### config.mk
export PLATFORM = sky130hd
export DESIGN_NAME = io_stim_driver
export DESIGN_NICKNAME = d
export VERILOG_FILES = /design/src/rtl/io_stim_driver.sv
export SDC_FILE = /design/constraint.sdc
export NUM_CORES = 1
export LEC_CHECK = 0
export ABC_CLOCK_PERIOD_IN_PS = 4500
export BUFFER_PORTS_ARGS = -buffer_cell sky130_fd_sc_hd__clkbuf_2
export CORE_AREA = 4 4 156 158
export CTS_CLUSTER_SIZE = 8
export DETAILED_ROUTE_END_ITERATION = 7
export DIE_AREA = 0 0 160 162
export PLACE_DENSITY = 0.87
export SYNTH_ARGS = -nofsm -noshare
export SYNTH_HDL_FRONTEND = slang
export SYNTH_SLANG_ARGS = --single-unit
### constraint.sdc
create_clock -name i_clk -period 4.5 [get_ports i_clk]
set_input_delay 0.675 -clock i_clk [delete_from_list [all_inputs] [get_ports i_clk]]
set_output_delay 0.675 -clock i_clk [all_outputs]
set_load 0.1 [all_outputs]
### src/rtl/io_stim_driver.sv
// io_stim_driver: multi-channel stimulus generator for switch/button style
// inputs. After a start delay it steps through CONST / INC / WALK / LFSR
// patterns, holding each one for HOLD_CYCLES cycles, and reports valid,
// step index and completion.
//
// Optional feature: define IO_STIM_DRIVER_BOUNCE_EN to add contact bounce
// (BOUNCE_CYCLES alternating new/old cycles at the start of every pattern
// after the first). Without the macro, o_valid stays high throughout DRIVE.
module io_stim_driver #(
  parameter int          NUM_CH      = 2,
  parameter int          WIDTH       = 32,
  parameter int          START_DELAY = 3,
  parameter int          HOLD_CYCLES = 4,
  parameter int          NUM_STEPS   = 8,
  parameter logic [31:0] LFSR_TAPS   = 32'h8020_0003
`ifdef IO_STIM_DRIVER_BOUNCE_EN
  ,
  parameter int          BOUNCE_CYCLES = 2
`endif
) (
  input  logic                    i_clk,
  input  logic                    i_rst,
  input  logic                    i_en,
  input  logic [1:0]              i_mode,
  input  logic [NUM_CH*WIDTH-1:0] i_seed,
  output logic [NUM_CH*WIDTH-1:0] o_stim,
  output logic                    o_valid,
  output logic [31:0]             o_step,
  output logic                    o_done
);

  localparam int               CW     = NUM_CH * WIDTH;
  localparam logic [WIDTH-1:0] TAPS_W = WIDTH'(LFSR_TAPS);

  typedef enum logic [1:0] {ST_IDLE, ST_WAIT, ST_DRIVE, ST_DONE} state_e;
  typedef enum logic [1:0] {MODE_CONST, MODE_INC, MODE_WALK, MODE_LFSR} mode_e;

  // First pattern of a run for channel c.
  function automatic logic [WIDTH-1:0] pat_first(input mode_e m,
                                                 input logic [WIDTH-1:0] seed,
                                                 input int c);
    logic [WIDTH-1:0] one;
    one = '0;
    one[0] = 1'b1;
    pat_first = seed;
    case (m)
      MODE_WALK: pat_first = one << (c % WIDTH);
      MODE_LFSR: pat_first = (seed == '0) ? one : seed;
      default:   pat_first = seed;
    endcase
  endfunction

  // Pattern for step n+1 given the pattern for step n.
  function automatic logic [WIDTH-1:0] pat_next(input mode_e m,
                                                input logic [WIDTH-1:0] x);
    pat_next = x;
    case (m)
      MODE_INC:  pat_next = x + WIDTH'(1);
      MODE_WALK: pat_next = {x[WIDTH-2:0], x[WIDTH-1]};
      MODE_LFSR: pat_next = (x >> 1) ^ (x[0] ? TAPS_W : '0);
      default:   pat_next = x;
    endcase
  endfunction

`ifdef IO_STIM_DRIVER_BOUNCE_EN
  // Bounce cycle h shows the new pattern when an even number of bounce
  // cycles remain after it, so the final bounce cycle always shows new.
  function automatic logic bounce_new(input logic [31:0] h);
    bounce_new = (((BOUNCE_CYCLES - 1 - int'(h)) % 2) == 0);
  endfunction
`endif

  state_e         state_q, state_d;
  mode_e          mode_q, mode_d;
  logic [CW-1:0]  seed_q, seed_d;
  logic [CW-1:0]  pat_q, pat_d;
  logic [31:0]    wait_q, wait_d;
  logic [31:0]    hold_q, hold_d;
  logic [31:0]    step_q, step_d;
  logic           valid_q, valid_d;
  logic           done_q, done_d;

  logic           do_load, do_adv, do_hold_inc;
  mode_e          ld_mode;
  logic [CW-1:0]  ld_seed;

`ifdef IO_STIM_DRIVER_BOUNCE_EN
  logic [CW-1:0]  prev_q, prev_d;
  logic [CW-1:0]  stim_q, stim_d;
`endif

  // Next-state and next-output computation for the run sequencer.
  always_comb begin
    // NOTE: every signal gets a default first so no path through the case leaves it unassigned (no latches).
    state_d     = state_q;
    mode_d      = mode_q;
    seed_d      = seed_q;
    pat_d       = pat_q;
    wait_d      = wait_q;
    hold_d      = hold_q;
    step_d      = step_q;
    valid_d     = valid_q;
    done_d      = done_q;
    do_load     = 1'b0;
    do_adv      = 1'b0;
    do_hold_inc = 1'b0;
    ld_mode     = mode_q;
    ld_seed     = seed_q;

    case (state_q)
      ST_IDLE: begin
        if (i_en) begin
          mode_d = mode_e'(i_mode);
          seed_d = i_seed;
          if (START_DELAY == 0) begin
            do_load = 1'b1;
            ld_mode = mode_e'(i_mode);
            ld_seed = i_seed;
          end else begin
            state_d = ST_WAIT;
            wait_d  = '0;
          end
        end
      end
      ST_WAIT: begin
        if (!i_en) begin
          state_d = ST_IDLE;
          wait_d  = '0;
        end else if (wait_q == 32'(START_DELAY - 1)) begin
          do_load = 1'b1;
          wait_d  = '0;
        end else begin
          wait_d = wait_q + 32'd1;
        end
      end
      ST_DRIVE: begin
        // With i_en low nothing changes: the pattern, step and hold freeze.
        if (i_en) begin
          if (hold_q == 32'(HOLD_CYCLES - 1)) begin
            hold_d = '0;
            if ((NUM_STEPS != 0) && (step_q == 32'(NUM_STEPS - 1))) begin
              state_d = ST_DONE;
              done_d  = 1'b1;
              valid_d = 1'b0;
            end else begin
              do_adv = 1'b1;
              step_d = step_q + 32'd1;
              for (int c = 0; c < NUM_CH; c++) begin
                pat_d[c*WIDTH +: WIDTH] = pat_next(mode_q, pat_q[c*WIDTH +: WIDTH]);
              end
            end
          end else begin
            do_hold_inc = 1'b1;
            hold_d      = hold_q + 32'd1;
          end
        end
      end
      ST_DONE: begin
        if (!i_en) begin
          state_d = ST_IDLE;
          pat_d   = '0;
          step_d  = '0;
          hold_d  = '0;
          valid_d = 1'b0;
          done_d  = 1'b0;
        end
      end
      default: state_d = ST_IDLE;
    endcase

    if (do_load) begin
      state_d = ST_DRIVE;
      valid_d = 1'b1;
      step_d  = '0;
      hold_d  = '0;
      for (int c = 0; c < NUM_CH; c++) begin
        pat_d[c*WIDTH +: WIDTH] = pat_first(ld_mode, ld_seed[c*WIDTH +: WIDTH], c);
      end
    end

`ifdef IO_STIM_DRIVER_BOUNCE_EN
    prev_d = prev_q;
    stim_d = stim_q;
    if (do_load) begin
      prev_d = pat_d;
      stim_d = pat_d;
    end else if (do_adv) begin
      prev_d = pat_q;
      if (BOUNCE_CYCLES > 0) begin
        stim_d  = bounce_new(32'd0) ? pat_d : pat_q;
        valid_d = 1'b0;
      end else begin
        stim_d  = pat_d;
        valid_d = 1'b1;
      end
    end else if (do_hold_inc) begin
      if ((step_q != '0) && (hold_d < 32'(BOUNCE_CYCLES))) begin
        stim_d  = bounce_new(hold_d) ? pat_q : prev_q;
        valid_d = 1'b0;
      end else begin
        stim_d  = pat_q;
        valid_d = 1'b1;
      end
    end else if ((state_q == ST_DONE) && !i_en) begin
      prev_d = '0;
      stim_d = '0;
    end
`endif
  end

  // State and output registers; synchronous active-high reset wins over all.
  always_ff @(posedge i_clk) begin
    // NOTE: sequential state uses non-blocking assignments only, so every flop samples pre-edge values.
    if (i_rst) begin
      state_q <= ST_IDLE;
      mode_q  <= MODE_CONST;
      seed_q  <= '0;
      pat_q   <= '0;
      wait_q  <= '0;
      hold_q  <= '0;
      step_q  <= '0;
      valid_q <= 1'b0;
      done_q  <= 1'b0;
`ifdef IO_STIM_DRIVER_BOUNCE_EN
      prev_q  <= '0;
      stim_q  <= '0;
`endif
    end else begin
      state_q <= state_d;
      mode_q  <= mode_d;
      seed_q  <= seed_d;
      pat_q   <= pat_d;
      wait_q  <= wait_d;
      hold_q  <= hold_d;
      step_q  <= step_d;
      valid_q <= valid_d;
      done_q  <= done_d;
`ifdef IO_STIM_DRIVER_BOUNCE_EN
      prev_q  <= prev_d;
      stim_q  <= stim_d;
`endif
    end
  end

`ifdef IO_STIM_DRIVER_BOUNCE_EN
  assign o_stim = stim_q;
`else
  assign o_stim = pat_q;
`endif
  assign o_valid = valid_q;
  assign o_step  = step_q;
  assign o_done  = done_q;

endmodule

==> summary.md <==
| Metric | Value |
|---|---|
| Clock insertion delay at the later pin of the skew report | approximately 500 ps |
| Residual DRC | 0 |
| CTS H-tree depth | 2 |
| Async SR Flop Fraction | 0 |
| DR vias/cell | between 6 and 7 |
| Final Critical Period | between 3000 and 4000 ps |
| Cts bufs inserted | 34 |
| Wirelength, routed | 34,700 um |
| Area leader, netlist | dfxtp_1 |
| Setup Buffers After CTS | 0 |
| Ys Warns | 0 |
| First-pass GRT wire length | around 57,000 um |
| Unique masters post-synth | 61 |
| Fin worst setup slack | 1120 ps |
| Register area share after synthesis | 0.368 |
| Final Wtd Congestion | 0.932 |
| Port-buffer cells | 166 |
| CTS tree | done |
| Clock tree sinks | 230 |
| Hold bufs inserted after CTS | 0 |
| Hold Path Class | input pin to flop |
| Slowest CP cell | o21ai_1 |
| Critical Path Fanout Max | 13 |
| Cell area power density | around 340 mW/mm^2 |
| Io pins | 167 |
| P&R area growth vs syn | 14.3% |
| Largest net degree at the start of global routing | 107 |
| Register-to-Register Path Depth | 8 |
| Fillers | 1,923 |
| Total power | just under 5000 uW |
| Average size of a mapped cell | between 7 and 8 um^2 |
| Max VDD drop | 275 uV |
| Die H | 162 um |
| Initial antenna violation count | 2 |
| Top FF cell, synth | dfxtp_1 |
| Most frequent cell on the critical path | nand4_1 |
| Crit end category | flop |
| Die area | 0.0259 mm^2 |
| Hold slack final | 394 ps |
| WP data required | about 5000 ps |
| Multi-input logic area | 0.00739 mm^2 |
| Total gr overflow | 0 |
| Most common cell after layout, fill and taps aside | nand2_1 |
| Post-synth top area share | 0.368 |
| Reg2Reg Setup Slack | ~1100 ps |
| Detail Route Antenna Nets | 0 |
| DP Worst Slack | 1200 ps |
| Total track usage | 0.256 |
| Final #Nets | 1,780 |
| Register area | between 0.004 and 0.005 mm^2 |
| DIE WIDTH | 160 um |
| Worst slew pin tran | 1130 ps |
| Starting Density | 0.540 |
| Crit Path Class | flop to flop |
| Clock Path Buffers | 3 |
| 1st-pass router iterations | 5 |
| Final TNS setup | 0 ps |
| Final hold violation count | 0 |
| Max-slew headroom | 0.250 |
| Arrival @ worst endpoint | 3790 ps |
| Worst-path clk slew | 50 ps |
| Final setup violation count | 0 |
| DP HPWL | 23,100 um |
| Post-synth EDFFs | 0 |
| Crit path largest cell delay | 810 ps |
| Worst Clk Skew | about 16 ps |
| Number of global-route vias before repair | 11,332 |
| Crit path cell chain | ha_1 -> nor4b_2 -> nand4_1 -> or3_4 -> o21ai_1 -> nand4_1 -> or3_1 -> a21oi_1 |
| Mapped Cells | 1,612 |
| Commonest cells after routing, fill and taps aside | nand2_1, dfxtp_1, nor2_1 |
| Max-slew violation count | 0 |
| Hold path depth | 3 |
| Cell Area, Synth | 0.0125 mm^2 |
| Startpoint Class | flop |
| Status | finished, final reports clean |
| CTS resizes | 0 |
| Antenna diodes | 0 |
| Synthesis-stage register bit count | 230 |
| Core area | 0.0231 mm^2 |
| Wire per inst | 17.4 um |
| Syn nets | 1,687 |
| Main area contributors after synthesis | dfxtp_1, nand2_1, nor2_1 |
| Max-Cap Viols | 0 |
| Starting DRT DRC Count | around 1,300 |
| CTS root buf | clkbuf_16 |
| Layout cells sized above 1 | 0.144 |
| Maximum clock frequency | about 0.30 GHz |
| Unrepaired setup endpoints after global routing | false |
| Vias post-DR | 12,267 |
| Period utilisation layout | 0.750 |
| Rows | 56 |
| LEAKAGE | about 0.0051 uW |
## critical path: cells and delay by family (launching register included)
kind                     cells  cell delay (ps)
flip-flops                   1              360
AND/OR/NAND/NOR              5             1670
AO/OA/AOI/OAI                2              970
adder cells (fa/ha/maj)      1              290
## final cells by class
cell class                      instances  share of cell area
Tap cell                              290              0.0254
Multi-Input combinational cell       1248               0.517
Inverter                               12             0.00315
Timing Repair Buffer                  179              0.0652
Sequential cell                       230               0.323
Clock buffer                           40              0.0663
## final timing paths
path / startpoint / end
hold / removal: i_seed[42] / ld_seed[42]$_SDFFE_PP0P_
setup reg to reg: hold_q[0]$_SDFFE_PP0P_ / o_step[21]$_SDFFE_PP0P_
hold reg to reg: ld_seed[52]$_SDFFE_PP0P_ / ld_seed[52]$_SDFFE_PP0P_
setup / recovery: hold_q[0]$_SDFFE_PP0P_ / o_step[21]$_SDFFE_PP0P_
## sequential cells by signal, indices dropped and copies added, names as in the netlist
| signal | count |
|---|---|
| wait_q | 32 |
| hold_q | 32 |
| state_q | 2 |
| o_stim | 64 |
| o_step | 32 |
| ld_mode | 2 |
| o_valid | 1 |
| ld_seed | 64 |
| o_done | 1 |
## synth_stat cells, types with 2 or more instances
| cell | number |
|---|---|
| buf_1 | 9 |
| buf_4 | 4 |
| mux2_2 | 8 |
| or3_4 | 2 |
| nor2_1 | 181 |
| and3_1 | 33 |
| or4_1 | 6 |
| and2_1 | 10 |
| o21ai_0 | 37 |
| nand3_1 | 56 |
| xor2_1 | 70 |
| clkbuf_1 | 90 |
| buf_2 | 19 |
| nand2_1 | 290 |
| nand4_1 | 54 |
| a21oi_1 | 106 |
| nor3_1 | 39 |
| nor2b_1 | 5 |
| a31oi_1 | 10 |
| a41oi_1 | 2 |
| a311oi_1 | 51 |
| or3_1 | 12 |
| and4_1 | 17 |
| o21ai_1 | 2 |
| o31ai_1 | 2 |
| nor3b_1 | 2 |
| inv_1 | 12 |
| nor4b_1 | 5 |
| a211oi_1 | 12 |
| a221oi_1 | 19 |
| o211ai_1 | 42 |
| mux2i_1 | 55 |
| nor4bb_1 | 2 |
| dfxtp_1 | 230 |
| nor4_1 | 32 |
| a22oi_1 | 2 |
| xnor2_1 | 55 |
| ha_1 | 6 |
## cell families after synthesis
group | synth area share
simple gates | 0.288
buf+inv | 0.0434
fa+ha+maj | 0.00601
mux | 0.0513
flops | 0.368
xor+xnor | 0.0876
compound gates | 0.155
## stage by stage
step	area, um^2	util	cells
after floorplan	12500	-	1612
after global placement	13300	0.577	1959
after detailed placement	13300	0.577	1959
after CTS	14300	0.618	1999
after global routing	14300	0.618	1999
final	14300	0.618	1999
## per-layer routing
layer	global-route usage	part of all wire
met5	0	0.00026
met4	0.0810	0.023
met3	0.0548	0.082
met2	0.426	0.48
met1	0.335	0.42
## report_power, final
group / switching (uW) / total, uW / leakage [uW] / internal, uW
logic: 246 / 367 / 0.00279 / 122
clock network: 859 / 2310 / 0.000466 / 1450
registers: 73.2 / 2160 / 0.00187 / 2090
total: 1180 / 4840 / 0.00512 / 3660
Note: power is estimated with default switching activity, not from simulation.
